<file path="config.mk">
export PLATFORM = sky130hd
export DESIGN_NAME = rf_write_arbiter
export DESIGN_NICKNAME = d
export VERILOG_FILES = /design/src/rtl/rf_pkg.sv /design/src/rtl/wr_fifo.sv /design/src/rtl/rf_write_arbiter.sv
export SDC_FILE = /design/constraint.sdc
export NUM_CORES = 1
export LEC_CHECK = 0
export ABC_AREA = 1
export CORE_MARGIN = 2
export CORE_UTILIZATION = 35
export CTS_CLUSTER_SIZE = 28
export DETAILED_ROUTE_END_ITERATION = 16
export PLACE_DENSITY = 0.61
export SETUP_SLACK_MARGIN = 0.3
export SLEW_MARGIN = 30
export SYNTH_ARGS = -nofsm -noshare
export SYNTH_HDL_FRONTEND = slang
export SYNTH_SLANG_ARGS = --single-unit
</file>
<file path="constraint.sdc">
create_clock -name clk -period 3 [get_ports clk]
set_input_delay 0.6 -clock clk [delete_from_list [all_inputs] [get_ports clk]]
set_output_delay 0.6 -clock clk [all_outputs]
set_load 0.05 [all_outputs]
</file>
<file path="src/rtl/rf_pkg.sv">
// Shared constants and the buffered-write record for the register-file
// write arbiter.
//   AW   : register address width
//   DW   : register data width
//   NREG : number of architectural registers (width of the pending mask)
package rf_pkg;

  localparam int unsigned AW   = 5;
  localparam int unsigned DW   = 32;
  localparam int unsigned NREG = 32;

  // One buffered secondary write; valid drops when a primary write supersedes it.
  typedef struct packed {
    logic          valid;
    logic [AW-1:0] addr;
    logic [DW-1:0] data;
  } rf_entry_t;

endpackage

</file>
<file path="src/rtl/wr_fifo.sv">
// In-order buffer for secondary register-file writes.
//   clk, reset     : clock, synchronous active-high reset
//   push_i         : enqueue {push_addr_i, push_data_i} at the tail
//   pop_i          : retire the head entry
//   inv_i          : clear valid on every entry whose addr == inv_addr_i
//   head_o         : head entry (valid=0 when empty or superseded)
//   count_o        : occupied slots, including superseded entries
//   pend_mask_o    : one bit per register with a valid buffered write
module wr_fifo
  import rf_pkg::*;
#(
  parameter int unsigned DEPTH = 2
) (
  input  logic                   clk,
  input  logic                   reset,
  input  logic                   push_i,
  input  logic [AW-1:0]          push_addr_i,
  input  logic [DW-1:0]          push_data_i,
  input  logic                   pop_i,
  input  logic                   inv_i,
  input  logic [AW-1:0]          inv_addr_i,
  output rf_entry_t              head_o,
  output logic [$clog2(DEPTH):0] count_o,
  output logic [NREG-1:0]        pend_mask_o
);

  localparam int unsigned PW = $clog2(DEPTH);
  localparam int unsigned CW = PW + 1;

  rf_entry_t         mem_q [DEPTH];
  logic [PW-1:0]     wr_ptr_q, wr_ptr_d;
  logic [PW-1:0]     rd_ptr_q, rd_ptr_d;
  logic [CW-1:0]     count_q, count_d;

  // Pointer and occupancy next-state; pointers wrap naturally (DEPTH is 2^PW).
  always_comb begin
    wr_ptr_d = wr_ptr_q;
    rd_ptr_d = rd_ptr_q;
    count_d  = count_q;
    if (push_i) wr_ptr_d = wr_ptr_q + 1'b1;
    if (pop_i)  rd_ptr_d = rd_ptr_q + 1'b1;
    case ({push_i, pop_i})
      2'b10:   count_d = count_q + 1'b1;
      2'b01:   count_d = count_q - 1'b1;
      default: count_d = count_q;
    endcase
  end

  // Storage: invalidate, retire and fill never target the same slot in one cycle.
  always_ff @(posedge clk) begin
    if (reset) begin
      for (int i = 0; i < int'(DEPTH); i++) mem_q[i] <= '0;
      wr_ptr_q <= '0;
      rd_ptr_q <= '0;
      count_q  <= '0;
    end else begin
      for (int i = 0; i < int'(DEPTH); i++) begin
        if (inv_i && mem_q[i].valid && (mem_q[i].addr == inv_addr_i))
          mem_q[i].valid <= 1'b0;
      end
      if (pop_i)  mem_q[rd_ptr_q].valid <= 1'b0;
      if (push_i) mem_q[wr_ptr_q] <= '{valid: 1'b1, addr: push_addr_i, data: push_data_i};
      wr_ptr_q <= wr_ptr_d;
      rd_ptr_q <= rd_ptr_d;
      count_q  <= count_d;
    end
  end

  // Pending-write reduction; x0 is never reported.
  always_comb begin
    pend_mask_o = '0;
    for (int i = 0; i < int'(DEPTH); i++) begin
      if (mem_q[i].valid) pend_mask_o[mem_q[i].addr] = 1'b1;
    end
    pend_mask_o[0] = 1'b0;
  end

  assign head_o  = mem_q[rd_ptr_q];
  assign count_o = count_q;

endmodule

</file>
<file path="src/rtl/rf_write_arbiter.sv">
// Shares the register-file write port between the writeback path (primary,
// never back-pressured) and a long-latency unit (secondary, valid/ready).
//   clk, reset            : clock, synchronous active-high reset
//   wb_we/wb_addr/wb_data : primary write
//   ex_valid/ex_ready     : secondary handshake; ex_addr/ex_data payload
//   we3/a3/wd3            : register-file write port (combinational)
//   pend_mask             : registers with a buffered write still pending
//   stall_req             : asks the core to hold wb_we low next cycle
//   count                 : buffered entries
module rf_write_arbiter
  import rf_pkg::*;
#(
  parameter int unsigned DEPTH  = 2,
  parameter int unsigned STARVE = 4
) (
  input  logic                   clk,
  input  logic                   reset,
  input  logic                   wb_we,
  input  logic [AW-1:0]          wb_addr,
  input  logic [DW-1:0]          wb_data,
  input  logic                   ex_valid,
  output logic                   ex_ready,
  input  logic [AW-1:0]          ex_addr,
  input  logic [DW-1:0]          ex_data,
  output logic                   we3,
  output logic [AW-1:0]          a3,
  output logic [DW-1:0]          wd3,
  output logic [NREG-1:0]        pend_mask,
  output logic                   stall_req,
  output logic [$clog2(DEPTH):0] count
);

  localparam int unsigned CW  = $clog2(DEPTH) + 1;
  localparam int unsigned AGW = $clog2(STARVE) + 1;

  rf_entry_t       head;
  logic [CW-1:0]   fifo_count;
  logic [NREG-1:0] fifo_mask;
  logic            prim, nonempty, pop, bypass, push, blocked;
  logic [AGW-1:0]  age_q, age_d;
  logic            stall_q, stall_d;

  assign prim     = wb_we && (wb_addr != '0);
  assign nonempty = (fifo_count != '0);
  assign ex_ready = !reset && (fifo_count < CW'(DEPTH));
  assign pop      = !reset && !prim && nonempty;
  assign bypass   = !reset && !prim && !nonempty && ex_valid && (ex_addr != '0);
  // x0 writes and writes superseded by a same-cycle primary are acked but dropped.
  assign push     = ex_valid && ex_ready && !bypass && (ex_addr != '0)
                    && !(prim && (ex_addr == wb_addr));
  assign blocked  = prim && nonempty && head.valid;

  wr_fifo #(.DEPTH(DEPTH)) u_fifo (
    .clk         (clk),
    .reset       (reset),
    .push_i      (push),
    .push_addr_i (ex_addr),
    .push_data_i (ex_data),
    .pop_i       (pop),
    .inv_i       (prim && !reset),
    .inv_addr_i  (wb_addr),
    .head_o      (head),
    .count_o     (fifo_count),
    .pend_mask_o (fifo_mask)
  );

  // Write-port mux: primary, then buffer head, then bypass.
  always_comb begin
    we3 = 1'b0;
    a3  = '0;
    wd3 = '0;
    if (!reset) begin
      if (prim) begin
        we3 = 1'b1;
        a3  = wb_addr;
        wd3 = wb_data;
      end else if (nonempty) begin
        // A superseded head retires silently.
        if (head.valid) begin
          we3 = 1'b1;
          a3  = head.addr;
          wd3 = head.data;
        end
      end else if (bypass) begin
        we3 = 1'b1;
        a3  = ex_addr;
        wd3 = ex_data;
      end
    end
  end

  // Starvation age of the head; saturates once the stall threshold is reached.
  always_comb begin
    age_d   = age_q;
    stall_d = blocked && (age_q >= AGW'(STARVE - 1));
    if (!nonempty || pop)                         age_d = '0;
    else if (blocked && (age_q < AGW'(STARVE - 1))) age_d = age_q + 1'b1;
  end

  always_ff @(posedge clk) begin
    if (reset) begin
      age_q   <= '0;
      stall_q <= 1'b0;
    end else begin
      age_q   <= age_d;
      stall_q <= stall_d;
    end
  end

  assign stall_req = stall_q && !reset;
  assign pend_mask = reset ? '0 : fifo_mask;
  assign count     = reset ? '0 : fifo_count;

endmodule

</file>
* After elaboration in Yosys (flattened, before gate mapping)
Memory sizes are Yosys's and may differ from the RTL's. A register that Yosys moved wholly into a read port is not among the register bits.
Index checks and enable logic that the tools add are counted.
** Word-level totals
- Input port bits :: 78
- Memories kept :: 1
- Bits in writable memories :: 76
- Output and inout port bits :: 74
- Word-level logic and storage cells :: 107
- Flip-flop bits (word level) :: 8
** Operators by class
- Reduce and logical (&&, ||, !) cells :: 36
- Bitwise gates (word level) :: 3
- Order comparisons :: 7
- Equal/unequal tests :: 5
- Muxes and demuxes :: 45
- Add/sub/neg operators :: 5
** Memory list
- u_fifo.mem_q :: words 2, width 38, rd ports 3, clocked after memory_dff 1, wr ports 3, line wr_fifo.sv:30 : rf_entry_t mem_q [DEPTH];
** Operator list (number)
- 2-to-1 mux 32 bit :: 8
- 2-to-1 mux 38 bit :: 1
- OR reduction 38 bit :: 1
- bitwise OR 32 bit :: 1
- 2-to-1 mux 1 bit :: 26
- 2-to-1 mux 5 bit :: 5
- logical AND 1 bit :: 24
- equality test 5 bit :: 3
- < comparator 5 x 6 -> 1 bit, second input constant :: 2
- demux 1 bit (select 5 bit) :: 2
- greater-or-equal comparator 5 x 1 -> 1 bit, second input constant :: 2
- nonzero test 5 bit :: 2
- zero test 1 bit :: 5
- 2-to-1 mux 2 bit :: 2
- case mux 2 bit (2 select lines) :: 1
- nonzero test 2 bit :: 2
- adder 3 x 1 -> 3 bit, second input constant :: 1
- greater-or-equal comparator 3 x 2 -> 1 bit, second input constant :: 1
- < comparator 3 x 2 -> 1 bit, second input constant :: 1
- adder 1 bit, second input constant :: 2
- adder 2 x 1 -> 2 bit, second input constant :: 1
- equality test 2 x 1 -> 1 bit, second input constant :: 1
- equality test 2 bit, second input constant :: 1
- < comparator 2 bit, second input constant :: 1
- 4 further kinds :: 5

* Longest topological paths before layout
Gate-level depths: netlist of run 1.
- Depth after elaboration :: 14
- Gate-level depth with buffers :: 13
- Mapped depth without buffers :: 12

* Hierarchy
Synthesis of run 1 repeated with hierarchy kept, for this count alone.
** Second synthesis, totals
- Cells, all modules :: 851
- Area, all modules :: 6068.3 µm²
** Modules (own cells, without submodules)
- wr_fifo :: times used 1, cells each 425, area an instance 4047.6 µm², seq. area each 2362.3 µm²
- rf_write_arbiter :: times used 1, cells each 426, area an instance 2020.7 µm², seq. area each 80.1 µm²

* Worst setup path after synthesis of run 1
Ideal clock, no wire load.
- Kind :: input to register
- Start :: input reset
- End :: memory u_fifo.mem_q[1][0] in the netlist's numbering, enable pin
- Data arrival time :: 3.005 ns
- Stages on the path :: 7
- Data required time :: 2.605 ns
- Slack :: -0.400 ns
- Setup time :: 0.395 ns
- Buffers on the path :: 3
- Cell sequence :: buf_2 -> nor2_1 -> and3_1 -> nand4_2 -> buf_6 -> buf_12 -> nand2_1
** RTL lines
- start: declaration :: line rf_write_arbiter.sv:17 : input logic reset,
- end: declaration :: line wr_fifo.sv:30

* Worst setup path in the final report of run 1
- Start :: input wb_addr[3]
- End :: output wd3[16]
** Between the ends
- Word-level cells in the longest chain between the ends :: 11
** Ends and longest elaborated chain
- start: declaration :: line rf_write_arbiter.sv:19 : input logic [AW-1:0] wb_addr,
- nonzero test 5 bit (*) :: line rf_write_arbiter.sv:43 : assign prim = wb_we && (wb_addr != '0);
- logical AND 1 bit (*) :: line rf_write_arbiter.sv:43
- zero test 1 bit :: line rf_write_arbiter.sv:47 : assign bypass = !reset && !prim && !nonempty && ex_valid && (ex_addr != '0);
- logical AND 1 bit (4 in series) :: line rf_write_arbiter.sv:47
- 2-to-1 mux 32 bit :: line rf_write_arbiter.sv:84 : end else if (bypass) begin
- 2-to-1 mux 32 bit :: line rf_write_arbiter.sv:77 : end else if (nonempty) begin
- 2-to-1 mux 32 bit (*) :: line rf_write_arbiter.sv:73 : if (prim) begin
- 2-to-1 mux 32 bit (*) :: line rf_write_arbiter.sv:72 : if (!reset) begin
- end: declaration :: line rf_write_arbiter.sv:27 : output logic [DW-1:0] wd3,
Mark *: on every way between the ends. The rest lies on a longest branch, timed or not.

==> results.md, run 1 <==
* Max_slew headroom at between 60% and 70%
* Crit-path max FO at 5
* Pleak at between 3 and 4 nW
* CP peak stage delay at 0.27 ns
* Post-Syn Area at 5300 um^2
* Post-synthesis sequential area ratio at a little under half
* Setup Skew at 0.00382 ns
* WL/cell at 16.2 um
* Mean Syn Cell Area at between 8 and 9 um^2
* GP Congestion at 0.950
* # IOs at 152
* Syn Inst Count at about 630
* Chip Height at 127 um
* Initial Util at between 30% and 40%
* Max Cap Viol at 0
* Startpoint Class: input pin
* Port Buf Inserts at 150
* CTS Buf Count at 9
* HP Class: flop to flop
* Combinational Power Share at 27.7%
* Outcome: completed
* Crit. End Element: output port
* CTS HTree Levels at 3
* Global-route wire length before repair at 25500 um
* Switching pwr at approximately 0.0010 W
* Starting DRT DRC Count at around 430
* Clk pwr share at 32.8%
* ANT nets after route at 0
* Fin. Hold Viols at 0
* Library cells used by synthesis at 34
* Largest net degree at the start of global routing at 39
* Largest area contributor in the netlist: edfxtp_1
* Die area at between 15000 and 20000 um^2
* Drc violations at 0
* Top cells by area, synth: edfxtp_1 42%, nor2_1 9.1%, nand2_1 8.7%
* CP Class: input pin to output port
* Fin Setup TNS at 0 ns
* Clock Sinks at 85
* Maximum vdd ir drop at about 0.3 mV
* Final Critical Period at 2.68 ns
* Sequential share of power at between 30% and 40%
* Net Sw Frac at between 20% and 30%
* Slew @ Worst Pin at 0.551 ns
* Post-synth top area share at around two fifths
* Tcrit/Tclk final at 89.4%
* Most frequent CP cell: buf_12
* Fin Hold WS at approximately 0.47 ns
* Vias at 5027
* Internal power at approximately 0.0026 W
* Clock root buffer: clkbuf_16
* First-pass iteration count of the detailed router at 6
* Flops & latches, synth at 85
* Initial antenna violation count at 2
* Final cell count without fillers at approximately 1000
* Dpl hpwl at 11300 um
* Grt total ovfl at 0
* Synth-to-layout area growth at 65.8%
* Post-Syn Nets at 713
* Yosys warning total at 0
* Critical-path top delay cell: o211ai_1
* Total GRT Usage at approximately 20%
* Critical Path RT at approximately 2.4 ns
* # nets final at 893
* Final Util at 60.0%
* Skew-Pair Late Insertion Delay at 0.33 ns
* Number of max-slew violations in the final report at 0
* Worst path cell trace: buf_8 -> nor2_4 -> nand3b_1 -> nand2_4 -> buf_6 -> nand3_4 -> buf_12 -> buf_12 -> o211ai_1 -> clkbuf_16
* Hold-fix buffers at CTS at 0
* Die width at ~130 um
* TritonCTS clock tree: done
* RSZ-0062 raised after global routing: yes
* Layout cells sized above 1 at 27.5%
* Wirelength, routed at between 15000 and 20000 um
* Total core area at 14600 um^2
* WP data arrival at 2.08 ns
* FMAX at ~370 MHz
* CTS clock-pin slew for the worst setup and hold paths at 0.06 ns
* Cells after DPL at 959
* Buffer depth of the longest clock path at 2
* Pwr Density at 414 nW/um^2
* Via/cell ratio at 5.01
* Number of global-route vias before repair at 5002
* # rows at 44
* Final setup fails at 0
==> cell usage in the layout, fill, tap and decap left out, types with 22 or more instances in the layout <==
cell	netlist	layout
buf_12	1	74
buf_4	7	32
a21oi_1	27	27
clkdlybuf4s50_1	0	64
nor2_1	128	122
mux2_2	32	32
inv_1	71	67
nand2_1	123	111
edfxtp_1	74	74
clkbuf_16	0	22
o211ai_1	37	37
==> critical path, delay by kind of cell <==
kind | cells | cell delay (ns)
and+or+nand+nor | 4 | 0.46
AOI/OAI and AO/OA | 1 | 0.27
buffers and inverters | 5 | 0.74
==> flip-flops by register name (all words and copies together) (netlist names), named ones only <==
| name | count |
|---|---|
| u_fifo.count_o | 2 |
| u_fifo.mem_q | 76 |
| age_q | 3 |
| stall_q | 1 |
| u_fifo.wr_ptr_q | 1 |
| u_fifo.rd_ptr_q | 1 |
==> final cells by class <==
cell class	instances	area (um^2)
antenna	2	5.00
timing repair buffer	207	3020
inverter	72	273
fill	1202	5860
tap	184	230
sequential	85	2450
clock inverter	3	68.8
multi-input combinational	437	2490
clock buffer	13	250
==> through the flow <==
stage,area (um^2),total power [W],worst slack (ns)
after floorplan,5340,0.00195,0.201
after global placement,7850,0.00237,0.00625
after detailed placement,7850,0.00238,0.00988
after CTS,8630,0.00364,0.249
after global routing,8780,0.00377,0.236
final,8780,0.00364,0.317
==> synthesized netlist by cell type <==
cell / number
a21oi_1: 27
a22oi_1: 8
and3_1: 1
buf_1: 3
buf_12: 1
buf_2: 14
buf_4: 7
buf_6: 1
clkbuf_1: 12
conb_1: 1
dfxtp_1: 11
edfxtp_1: 74
ha_1: 3
inv_1: 71
inv_2: 1
mux2_2: 32
nand2_1: 123
nand2_2: 1
nand2_4: 1
nand3_1: 13
nand3_2: 2
nand3b_1: 1
nand4_1: 4
nand4_2: 2
nor2_1: 128
nor2_4: 10
nor3_1: 16
o211ai_1: 37
o21a_1: 1
o21ai_0: 9
o21ai_1: 1
o31ai_1: 1
xnor2_1: 4
xor2_1: 11
==> power groups by stage <==
stage | clock (W) | sequential, W | combinational [W]
6_report | 0.00119 | 0.00144 | 0.00101
3_3_place_gp | 0 | 0.00145 | 0.000917
2_1_floorplan | 0 | 0.00143 | 0.000518
5_1_grt | 0.00125 | 0.00145 | 0.00107
4_1_cts | 0.00121 | 0.00143 | 0.00100
3_5_place_dp | 0 | 0.00146 | 0.000924
==> logic make-up after synthesis <==
logic type	after synthesis	synth area share [%]
xor+xnor	15	2.48
simple gates	302	24.6
compound gates	84	10.2
mux	32	6.81
buf+inv	110	9.07
other cells	1	0.0708
fa+ha+maj	3	0.709
flops	85	46.1
==> per-layer routing <==
layer  GRT usage (%)  share of wire [%]  wire [um]
met1            25.1                 42       6860
met2            35.1                 51       8220
met3            3.89                5.9        963
met4            4.72                1.2        201
met5               0                  0          0
==> worst paths after layout <==
kind                                   startpoint                 to  slack (ns)  depth (start not counted)
worst max-delay path                   wb_addr[3]            wd3[16]        0.32                         10
worst min-delay path                     age_q[2]           age_q[2]        0.47                          1
worst max register to register  u_fifo.count_o[0]  u_fifo.count_o[1]        0.94                         14
worst min register to register           age_q[2]           age_q[2]        0.47                          1
==> what timing repair did <==
item                                    CTS  global route
resized for setup                        67            42
cloned                                    5             3
endpoints found under the setup margin   40            38
pin swaps                                13            17
setup buffers                            15             3
Power figures use the tool's default switching activity.
==> run 2: changes to the inputs <==
CTS_BUF_LIST = sky130_fd_sc_hd__clkbuf_16   (was unset)
==> run 2 against run 1 <==
Die area unchanged; cell count is essentially flat; clock power is essentially flat; clock skew is essentially flat; critical path type is now flop to output port; highest routed layer is now met5.
==> results.md, run 2 (synthesized netlist as in run 1, its figures left out) <==
* Outcome: completed
* Clk pwr share at 32.1% (-0.7 points)
* TritonCTS clock tree: done
* Die area at 16100 um^2 (unchanged)
* Final Critical Period at 2.68 ns (+0.00172 ns)
* Pwr Density at 411 nW/um^2 (-0.88%)
* Setup WS post-layout at 0.315 ns (-0.00172 ns)
* Switching pwr at 0.00103 W (about the same)
* # IOs at 152 (unchanged)
* Total core area at 14600 um^2 (unchanged)
* Initial Util at 36.2% (unchanged)
* Max reg flops at 76 (unchanged)
* First-pass iteration count of the detailed router at 7 (+1)
* Fin Setup TNS at 0 ns (unchanged)
* # nets final at 893 (unchanged)
* Post-placement cell area at 7850 um^2 (unchanged)
* Most common cell after layout, fill and taps aside: nor2_1
* RSZ-0062 raised after global routing: yes
* Maximum vdd ir drop at 0.291 mV (about the same)
* Max_slew headroom at 62.0% (-0.95 points)
* Most frequent cells in the layout: 122 x nor2_1, 111 x nand2_1, 74 x buf_12, 74 x edfxtp_1, 70 x inv_1
* Sequential share of power at 39.9% (+0.4 points)
* Startpoint Class: flop
* Crit-path max FO at 5 (unchanged)
* Buffer depth of the longest clock path at 2 (unchanged)
* Pleak at 3.62 nW (+0.19%)
* CTS Buf Count at 9 (unchanged)
* Combinational Power Share at 28.0% (+0.3 points)
* Skew-Pair Late Insertion Delay at 0.33 ns (about the same)
* Pre-CTS setup slack at 0.00988 ns (unchanged)
* ANT nets after route at 0 (unchanged)
* Number of max-slew violations in the final report at 0 (unchanged)
* Tcrit/Tclk final at 89.5% (about the same)
* Slew @ Worst Pin at 0.565 ns (+0.0142 ns)
* Drc violations at 0 (unchanged)
* Global-route wire length before repair at 25600 um (+0.27%)
* # rows at 44 (unchanged)
* Die width at 127 um (unchanged)
* Largest net degree at the start of global routing at 39 (unchanged)
* Total power at 0.00360 W (-1.0%)
* Port Buf Inserts at 150 (unchanged)
* Wirelength, routed at 16200 um (about the same)
* Register name with the most flops: u_fifo.mem_q
* Crit. End Element: output port
* Max Cap Viol at 0 (unchanged)
* Final setup fails at 0 (unchanged)
* Net Sw Frac at 28.6% (+0.26 points)
* Critical Path RT at 2.40 ns (about the same)
* Layout cells sized above 1 at 27.4% (-0.12 points)
* Internal power at 0.00257 W (-1.4%)
* Chip Height at 127 um (unchanged)
* CP Class: flop to output port
* Total GRT Usage at 19.9% (+0.030 points)
* Setup Skew at 0.00394 ns (+0.000125 ns)
* Grt total ovfl at 0 (unchanged)
* Starting DRT DRC Count at 457 (+5.8%)
* CTS HTree Levels at 3 (unchanged)
* Fill count at 1203 (+0.083%)
* Initial antenna violation count at 2 (unchanged)
* Vias at 5054 (+0.54%)
* GP Congestion at 0.950 (unchanged)
* Fin. Hold Viols at 0 (unchanged)
* Clock root buffer: clkbuf_16
* CTS clock-pin slew for the worst setup and hold paths at 0.06 ns (about the same)
* Clock Sinks at 85 (unchanged)
* Via/cell ratio at 5.04 (+0.64%)
* HP Class: flop to flop
* Final Cell Area at 8770 um^2 (-0.14%)
* Synth-to-layout area growth at 65.6%
* FMAX at 372 MHz (about the same)
* Dpl hpwl at 11300 um (unchanged)
* Final Util at 59.9% (-0.085 points)
* Worst R2R Setup Slack at 0.93 ns (about the same)
* WL/cell at 16.2 um (+0.12%)
* WP data arrival at 2.08 ns (about the same)
* Number of global-route vias before repair at 5019 (+0.34%)
* Hold-fix buffers at CTS at 0 (unchanged)
[run 2: cell count changes in the layout (fill, tap and decap cells not counted), sizes merged]
cell	delta
diode	-1
clkinv	+1
clkbuf	-4
inv	+3
[run 2: final timing paths]
kind         cells past startpoint                 to              start
max                             10            wd3[16]  u_fifo.count_o[0]
min reg2reg                      1           age_q[2]           age_q[2]
max reg2reg                     14  u_fifo.count_o[1]  u_fifo.count_o[0]
min                              1           age_q[2]           age_q[2]
[run 2: stage by stage]
step                      hold slack, ns  cells
after detailed placement           0.456    959
after CTS                          0.465    995
after global placement             0.433    959
final                              0.466   1002
after global routing               0.486   1001
after floorplan                    0.422    632
[run 2: layer usage]
| layer | GRT usage [%] | vias to the layer above | share of wire [%] | wire length [um] |
|---|---|---|---|---|
| met5 | 0 | - | 0.068 | 11 |
| met4 | 4.72 | 2 | 1.5 | 236 |
| met3 | 3.94 | 22 | 6.7 | 1090 |
| met2 | 35.3 | 195 | 50 | 8160 |
| met1 | 25.1 | 2382 | 42 | 6750 |
| li1 | - | 2453 | - | - |
[run 2: area by class of cell]
type                    count  area, um^2  share of cell area, %
repair buffers            207        3020                   34.4
multi-input cells         437        2490                   28.4
flip-flops and latches     85        2450                   27.9
inverters                  72         273                   3.11
well taps                 184         230                   2.63
clock buffers               9         225                   2.57
clock inverters             7        83.8                  0.956
diodes                      1        2.50                 0.0285
[run 2: critical path: stages, from the launching register on]
cell and delay [ns]:
dfxtp_1 0.32, inv_1 0.13, nand2_2 0.10, nor2_2 0.12, nand2_2 0.08, inv_2 0.09, nand3_4 0.11, buf_12 0.17
buf_12 0.13, o211ai_1 0.28, clkbuf_16 0.23
[run 2: power groups by stage]
stage               clock network (W)  registers (W)  logic, W
global placement                    0        0.00145  0.000917
CTS                           0.00117        0.00143   0.00100
finish                        0.00116        0.00144   0.00101
floorplan                           0        0.00143  0.000518
global route                  0.00122        0.00145   0.00107
detailed placement                  0        0.00146  0.000924
[run 2: timing repair]
item / 4_1_cts / 5_1_grt
endpoints found under the setup margin: 40 / 38
pin swaps: 13 / 17
endpoints found under the hold margin: 0 / 0
gates cloned: 5 / 3
resized for setup: 67 / 42
buffers inserted: 15 / 3
==> run 3: changes to the inputs <==
CTS_CLUSTER_SIZE = unset   (was 28)
clock period = 3.4 ns   (was 3 ns; I/O delays follow)
==> run 3 against run 2 <==
Global-route usage increased by 0.49 points; utilization decreased by 2.8 points; largest power group unchanged; combinational power decreased by 16%; first-iteration DRC count decreased by 8.1%; clock-buffer cell count unchanged; cell count decreased by 1.7%; critical path type is now input pin to output port; non-clock buffer count decreased by 16; wire length increased by 0.66%; clock power decreased by 24%; sequential share of layout area increased by 1.3 points.
==> results.md, run 3 (synthesized netlist as in run 1, its figures left out) <==
* Clock root buffer: clkbuf_16
* Number of global-route vias before repair at 4900 (-2.4%)
* Sequential share of power at 42.4% (+2.5 points)
* Net Sw Frac at 30.1% (+1.4 points)
* Chip Height at 127 um (unchanged)
* Worst path cell trace: clkdlybuf4s50_1 -> nand2_4 -> buf_4 -> buf_4 -> nor2_4 -> buf_12 -> nand2_1 -> o211ai_1 -> bufbuf_16
* Die area at 16100 um^2 (unchanged)
* CTS HTree Levels at 3 (unchanged)
* Most frequent CP cell: buf_4
* TritonCTS clock tree: done
* Switching pwr at 0.000902 W (-13%)
* Pwr Density at 359 nW/um^2 (-13%)
* Drc violations at 0 (unchanged)
* ANT nets after route at 0 (unchanged)
* Layout cells sized above 1 at 23.1% (-4.3 points)
* Fill count at 1289 (+7.1%)
* Crit-path max FO at 35 (+30)
* Via/cell ratio at 5.00 (-0.93%)
* First-pass iteration count of the detailed router at 7 (unchanged)
* Post-placement cell area at 7770 um^2 (-1.1%)
* Crit. End Element: output port
* Dpl hpwl at 11300 um (-0.44%)
* Total core area at 14600 um^2 (unchanged)
* Port Buf Inserts at 150 (unchanged)
* Startpoint Class: input pin
* WP data arrival at 2.37 ns (+0.29 ns)
* Critical-path top delay cell: clkdlybuf4s50_1
* Worst path buffer plus inverter count at 5 (unchanged)
* Starting DRT DRC Count at 420 (-8.1%)
* Largest net degree at the start of global routing at 43 (+10%)
* CTS Buf Count at 9 (unchanged)
* HP Class: flop to flop
* CTS clock-pin slew for the worst setup and hold paths at 0.06 ns (about the same)
* Fin Setup TNS at 0 ns (unchanged)
* Clock Sinks at 85 (unchanged)
* CP Class: input pin to output port
* Internal power at 0.00210 W (-18%)
* Wirelength, routed at 16400 um (+0.66%)
* Cells after DPL at 951 (-0.83%)
* Buffer depth of the longest clock path at 2 (unchanged)
* Synth-to-layout area growth at 57.8%
* FMAX at 328 MHz
* Final cell count without fillers at 985 (-1.7%)
* Register name with the most flops: u_fifo.mem_q
* Most common cell after layout, fill and taps aside: nor2_1
* WL/cell at 16.6 um (+2.4%)
* Initial antenna violation count at 1 (-1)
* Final setup fails at 0 (unchanged)
* Grt total ovfl at 0 (unchanged)
* Global-route wire length before repair at 25800 um (+0.81%)
* Initial Util at 36.2% (unchanged)
* Crit path max-delay family: buffers and inverters
* Setup WS post-layout at 0.350 ns (+0.0349 ns)
* Max_slew headroom at 49.5% (-13 points)
* Pleak at 3.39 nW (-6.3%)
* Setup Skew at 0.00364 ns (-0.000305 ns)
* RSZ-0062 raised after global routing: no
* Critical Path RT at 2.72 ns (+0.32 ns)
* Combinational Power Share at 28.3% (+0.3 points)
* Worst R2R Setup Slack at 1.11 ns (+0.18 ns)
* # IOs at 152 (unchanged)
* Final Cell Area at 8360 um^2 (-4.7%)
* Total GRT Usage at 20.4% (+0.49 points)
* Max reg flops at 76 (unchanged)
* Die width at 127 um (unchanged)
* Maximum vdd ir drop at 0.236 mV (-19%)
* Number of max-slew violations in the final report at 0 (unchanged)
* Final Critical Period at 3.05 ns
* CP peak stage delay at 0.50 ns (+0.18 ns)
* # rows at 44 (unchanged)
* ANT cells at 0 (-1)
* Pre-CTS setup slack at 0.244 ns (+0.234 ns)
* Most frequent cells in the layout: 127 x nor2_1, 121 x nand2_1, 75 x buf_12
* Tcrit/Tclk final at 89.7%
* Clk pwr share at 29.3% (-2.8 points)
* Vias at 4922 (-2.6%)
* Max Cap Viol at 0 (unchanged)
* Fin. Hold Viols at 0 (unchanged)
* Hold-fix buffers at CTS at 0 (unchanged)
* Fin Hold WS at 0.448 ns (-0.0178 ns)
* GP Congestion at 0.910 (-4.2%)
* Outcome: completed
* # nets final at 877 (-1.8%)
* Skew-Pair Late Insertion Delay at 0.33 ns (about the same)
* Slew @ Worst Pin at 0.752 ns (+0.187 ns)
-- run 3: path summary, 6_finish.rpt --
kind                                   startpoint           endpoint  cells after the start
worst max-delay path                        wb_we              a3[4]                      9
worst min register to register  u_fifo.count_o[0]  u_fifo.count_o[0]                      1
worst max register to register  u_fifo.count_o[1]  u_fifo.count_o[1]                     15
worst min-delay path            u_fifo.count_o[0]  u_fifo.count_o[0]                      1
-- run 3: power groups by stage --
stage	registers, W	clock network, W	logic [W]
6_report	0.00127	0.000880	0.000848
5_1_grt	0.00128	0.000931	0.000904
4_1_cts	0.00127	0.000881	0.000849
3_5_place_dp	0.00129	0	0.000804
3_3_place_gp	0.00129	0	0.000797
2_1_floorplan	0.00127	0	0.000452
-- run 3: worst register-to-register path, delay by kind of cell (launching register included) --
| kind | cells | cell delay (ns) |
|---|---|---|
| AOI/OAI and AO/OA | 1 | 0.11 |
| adders and majority gates | 1 | 0.22 |
| and+or+nand+nor | 6 | 0.54 |
| DFF | 1 | 0.39 |
| buffers and inverters | 5 | 0.58 |
| xor gates and xnor gates | 2 | 0.39 |
-- run 3: area by class of cell --
type / count / area [um^2] / area share (%)
Timing Repair Buffer: 191 / 2750 / 32.9
Multi-Input combinational cell: 437 / 2400 / 28.7
Clock buffer: 9 / 225 / 2.70
Clock inverter: 7 / 35.0 / 0.419
Inverter: 72 / 273 / 3.26
Tap cell: 184 / 230 / 2.75
Sequential cell: 85 / 2440 / 29.2
-- run 3: through the flow --
stage / total power [W] / util (%)
floorplan: 0.00172 / -
global placement: 0.00208 / 53.0
detailed placement: 0.00210 / 53.0
CTS: 0.00300 / 56.8
global route: 0.00311 / 57.1
finish: 0.00300 / 57.1
-- run 3: per-layer routing --
| metal | global-route usage [%] | up-vias | routed length, um |
|---|---|---|---|
| met1 | 24.9 | 2285 | 6640 |
| li1 | - | 2421 | - |
| met2 | 36.0 | 190 | 8260 |
| met5 | 0 | - | 13 |
| met4 | 6.14 | 2 | 308 |
| met3 | 4.65 | 24 | 1120 |
-- run 3: repair_timing --
| action | 4_1_cts | 5_1_grt |
|---|---|---|
| gates cloned | 4 | 1 |
| pin swaps | 11 | 8 |
| buffers inserted | 11 | 2 |
| hold endpoints to repair | 0 | 0 |
| endpoints found under the setup margin | 24 | 33 |
| gates resized for setup | 27 | 16 |
